$ cat src/rtl/mem_arb_pkg.sv
// Shared types for the unified instruction/data memory arbiter.
package mem_arb_pkg;

    typedef enum logic [1:0] {ARB_IDLE, ARB_BUSY, ARB_RESP} arb_state_t;
    typedef enum logic {GNT_IF, GNT_D} arb_owner_t;

endpackage

$ cat src/rtl/mem_arbiter.sv
// Serialises fetch and data-stage requests onto one req/ack memory bus.
// Data wins ties unless fetch has already waited STARVE_LIMIT data grants.
module mem_arbiter
    import mem_arb_pkg::*;
#(
    parameter int ADDR_W       = 32,
    parameter int DATA_W       = 32,
    parameter int STARVE_LIMIT = 4
) (
    input  logic              clk,
    input  logic              rst,
    input  logic              if_req,
    input  logic [ADDR_W-1:0] if_addr,
    output logic [DATA_W-1:0] if_rdata,
    output logic              if_valid,
    input  logic              d_req,
    input  logic              d_we,
    input  logic [ADDR_W-1:0] d_addr,
    input  logic [DATA_W-1:0] d_wdata,
    output logic [DATA_W-1:0] d_rdata,
    output logic              d_valid,
    output logic              mem_req,
    output logic              mem_we,
    output logic [ADDR_W-1:0] mem_addr,
    output logic [DATA_W-1:0] mem_wdata,
    input  logic [DATA_W-1:0] mem_rdata,
    input  logic              mem_ack
);

    localparam int              CNT_W   = $clog2(STARVE_LIMIT + 1);
    localparam logic [CNT_W-1:0] CNT_MAX = CNT_W'(STARVE_LIMIT);

    arb_state_t       state;
    arb_owner_t       owner;
    logic [CNT_W-1:0] starveCnt;
    logic             grantData;
    logic             grantFetch;

    // Arbitration decision; only acted upon while idle.
    always_comb begin
        grantData  = d_req && (!if_req || (starveCnt != CNT_MAX));
        grantFetch = if_req && !grantData;
    end

    always_ff @(posedge clk or negedge rst) begin
        if (!rst) begin
            state     <= ARB_IDLE;
            owner     <= GNT_IF;
            starveCnt <= '0;
            mem_req   <= 1'b0;
            mem_we    <= 1'b0;
            mem_addr  <= '0;
            mem_wdata <= '0;
            if_rdata  <= '0;
            d_rdata   <= '0;
            if_valid  <= 1'b0;
            d_valid   <= 1'b0;
        end else begin
            if_valid <= 1'b0;
            d_valid  <= 1'b0;
            case (state)
                ARB_IDLE: begin
                    if (!if_req) begin
                        starveCnt <= '0;
                    end
                    if (grantData) begin
                        owner     <= GNT_D;
                        mem_we    <= d_we;
                        mem_addr  <= d_addr;
                        mem_wdata <= d_wdata;
                        mem_req   <= 1'b1;
                        state     <= ARB_BUSY;
                        if (if_req && (starveCnt != CNT_MAX)) begin
                            starveCnt <= starveCnt + CNT_W'(1);
                        end
                    end else if (grantFetch) begin
                        owner     <= GNT_IF;
                        mem_we    <= 1'b0;
                        mem_addr  <= if_addr;
                        mem_req   <= 1'b1;
                        starveCnt <= '0;
                        state     <= ARB_BUSY;
                    end
                end
                ARB_BUSY: begin
                    if (mem_ack) begin
                        mem_req <= 1'b0;
                        state   <= ARB_RESP;
                        if (owner == GNT_IF) begin
                            if_rdata <= mem_rdata;
                            if_valid <= 1'b1;
                        end else begin
                            // Stores complete without touching the load register.
                            if (!mem_we) begin
                                d_rdata <= mem_rdata;
                            end
                            d_valid <= 1'b1;
                        end
                    end
                end
                ARB_RESP: begin
                    state <= ARB_IDLE;
                end
                default: begin
                    state <= ARB_IDLE;
                end
            endcase
        end
    end

endmodule

$ cat config.mk
export PLATFORM = sky130hd
export DESIGN_NAME = mem_arbiter
export DESIGN_NICKNAME = d
export VERILOG_FILES = /design/src/rtl/mem_arb_pkg.sv /design/src/rtl/mem_arbiter.sv
export SDC_FILE = /design/constraint.sdc
export NUM_CORES = 1
export LEC_CHECK = 0
export ABC_AREA = 1
export BUFFER_PORTS_ARGS = -buffer_cell sky130_fd_sc_hd__buf_4
export CAP_MARGIN = 20
export CELL_PAD_IN_SITES_DETAIL_PLACEMENT = 0
export CELL_PAD_IN_SITES_GLOBAL_PLACEMENT = 1
export CORE_ASPECT_RATIO = 1.75
export CORE_MARGIN = 5
export CORE_UTILIZATION = 34
export CTS_CLUSTER_SIZE = 24
export DETAILED_ROUTE_END_ITERATION = 7
export PLACE_DENSITY = 0.82
export SYNTH_ARGS = -nofsm -noshare
export SYNTH_HDL_FRONTEND = slang
export SYNTH_SLANG_ARGS = --single-unit
$ cat constraint.sdc
create_clock -name clk -period 2.05 [get_ports clk]
set_clock_uncertainty 0.15 [all_clocks]
set_input_delay 0.41 -clock clk [delete_from_list [all_inputs] [get_ports clk]]
set_output_delay 0.41 -clock clk [all_outputs]
set_load 0.05 [all_outputs]
==> run metrics <==
post-detail-place hpwl between 10000 and 15000 um; die height around 190 um; hold slack 0.0388 ns; ANT cells 0; Worst-path clk slew ~0.060 ns; initial DRC count between 200 and 300; drt total wl roughly 18000 um; YS warnings 0; router iterations before antenna repair 4; routed length per instance approximately 15 um; final hold violations 0; Hold Crit Class input port to register; Max transition margin 0.664; R2R Setup Slk 0.26 ns; Final Critical Period roughly 1.8 ns; io pins around 270; antenna violations before repair 0; Die W around 110 um; Tcrit/Tclk final 0.874; PD cells approximately 1900 mW/mm2; DRC viols 0; worst-skew pair later-pin latency about 0.4 ns; Crit path largest cell delay 0.38 ns; # setup viols final 0; crit path to owner; post-route ant nets 0; crit end category register; Synth Area per Inst between 8 and 9 um2; slowest cell on the critical path dfrtp_1; area delta synth->final 46.6%; critical-path cell list inv_1 -> ha_1 -> nand3_4 -> nand2_4 -> buf_4 -> o21ai_0; worst-margin pin slew between 0.5 and 0.6 ns; core box area ~0.018 mm2; largest cells by area after synthesis dfrtp_1 57%, nand2_1 21%, nand3_1 5.4%, inv_1 5.2%, o21ai_2 3.2%; worst reg2reg path depth 6; max frequency approximately 560 MHz; share of cells above drive strength 1 0.353; highest net fanout along the worst path 33; clock tree buffer depth 2; H-Tree Depth 4; CTS tree built; setup TNS 0 ns; sequential area share after synthesis 0.570; Starting Density 0.346; via count approximately 5300; Vias/cell approximately 4.3; overall power between 15000 and 20000 uW; leakage dissipation between 0.005 and 0.006 uW; RSZ-0062 raised after global routing no; Mapped Cells just over 700; Tot GR Track Use 0.177; Synth top area share 0.570; GP Congestion around 0.8; fill count between 1500 and 2000; Max-Cap Viols 0; Post-Syn Nets between 800 and 900; Register Area 0.00345 mm2; Post-CTS Setup Bufs 0; first-pass GRT wire length just under 30000 um; hold path start d_wdata[25]; CTS Buf Count 17; Setup WS post-layout ~0.26 ns; max-slew violations 0; R2R Path End owner; maximum vdd ir drop between 800 and 900 uV; clock root buffer master clkbuf_16; port bufs roughly 270; crit path DAT ~1.9 ns; required time at the worst-slack endpoint about 2.2 ns; Finished Core Util 0.507; vias in the first global route between 5000 and 6000; status finished clean; die area 0.0207 mm2; crit path kind register to register; Cell Area, Synth approximately 0.006 mm2; # rows 64; crit start category register; Distinct cells, synth 20; largest net degree at the start of global routing 52; Worst R2R Start starveCnt[0]; register bit total from synthesis about 140; largest area contributor in the netlist dfrtp_1; CTS sink cnt 138; crit path launch starveCnt[0]; multi-input logic area about 0.0020 mm2; setup slack after placement between 0.2 and 0.25 ns; global route total overflow 0; # nets final 1116
## repair_timing
item                                   CTS  global route
endpoints found under the hold margin   45             0
hold buffers                             1             0
gates resized for setup                  0             0
## layout by cell type, fill, tap and decap left out, types with 2 or more instances in the layout
master,count
nand2_1,335
buf_4,274
dfrtp_1,138
inv_1,84
nand3_1,66
o21ai_2,22
clkbuf_16,17
inv_2,6
o21ai_1,6
o21ai_0,6
nand2_2,5
nor2_4,5
buf_12,5
bufinv_16,4
clkinv_4,3
ha_1,2
clkbuf_8,2
## per-stage QoR
step                instance area, um2  instances
CTS                               8890       1222
global route                      8890       1222
finish                            8890       1222
floorplan                         6060        714
detailed placement                8250       1191
global placement                  8250       1191
## power breakdown
group / total, uW / switching, uW / internal, uW
clock: 3250 / 1150 / 2100
combinational: 9090 / 6520 / 2570
sequential: 4670 / 683 / 3990
## layer usage
metal / routed length, um / track usage / share of wire
met3: 971 / 0.0489 / 0.054
met5: 0 / 0 / 0
met1: 6640 / 0.193 / 0.37
met4: 518 / 0.0749 / 0.029
met2: 9900 / 0.320 / 0.55
## synthesized netlist by cell type
cell type,n
buf_2,12
xnor2_1,1
inv_1,84
o21ai_2,22
nor2_4,5
nand2_1,335
o21ai_0,6
buf_6,14
o21ai_1,6
nand2_2,5
inv_2,6
buf_4,5
nand3_1,66
a21boi_0,1
nand3_4,1
inv_4,1
buf_1,3
dfrtp_1,138
nand2_4,1
ha_1,2
## critical path: cells and delay by family, from the launching register on
| kind | cells | cell delay, ns |
|---|---|---|
| buffers and inverters | 2 | 0.42 |
| DFF | 1 | 0.38 |
| and+or+nand+nor | 2 | 0.34 |
| adders and majority gates | 1 | 0.22 |
| AOI/OAI and AO/OA | 1 | 0.14 |
## cell families (layout without fill, tap and decap cells)
logic type / count (synthesis) / count (layout) / synth area share
AND/OR/NAND/NOR: 413 / 413 / 0.281
XOR/XNOR: 1 / 1 / 0.00145
buffers and inverters: 125 / 402 / 0.101
flip-flops: 138 / 138 / 0.570
AO/OA/AOI/OAI: 35 / 35 / 0.0429
adder cells (fa/ha/maj): 2 / 2 / 0.00413
## worst min path at each step
stage | to | cells past startpoint | slack [ns]
2_1_floorplan | d_rdata[0] | 0 | -0.04
4_1_cts | mem_we | 3 | 0.01
6_report | mem_wdata[25] | 3 | 0.04
5_1_grt | mem_wdata[13] | 3 | 0.02
3_3_place_gp | if_rdata[9] | 1 | 0.25
3_5_place_dp | d_rdata[0] | 1 | 0.25
## sequential cells by signal, summed over array words and instances, names as in the netlist
signal	flops
d_valid	1
starveCnt	3
mem_wdata	32
d_rdata	32
if_rdata	32
mem_we	1
state	2
mem_addr	32
owner	1
mem_req	1
if_valid	1
## cell type report
class | instances | share of cell area
clock inverters | 10 | 0.0189
well taps | 231 | 0.0325
flip-flops and latches | 138 | 0.389
clock buffers | 20 | 0.0514
repair buffers | 281 | 0.245
inverters | 91 | 0.0387
multi-input cells | 451 | 0.225
Power figures use the tool's default switching activity.
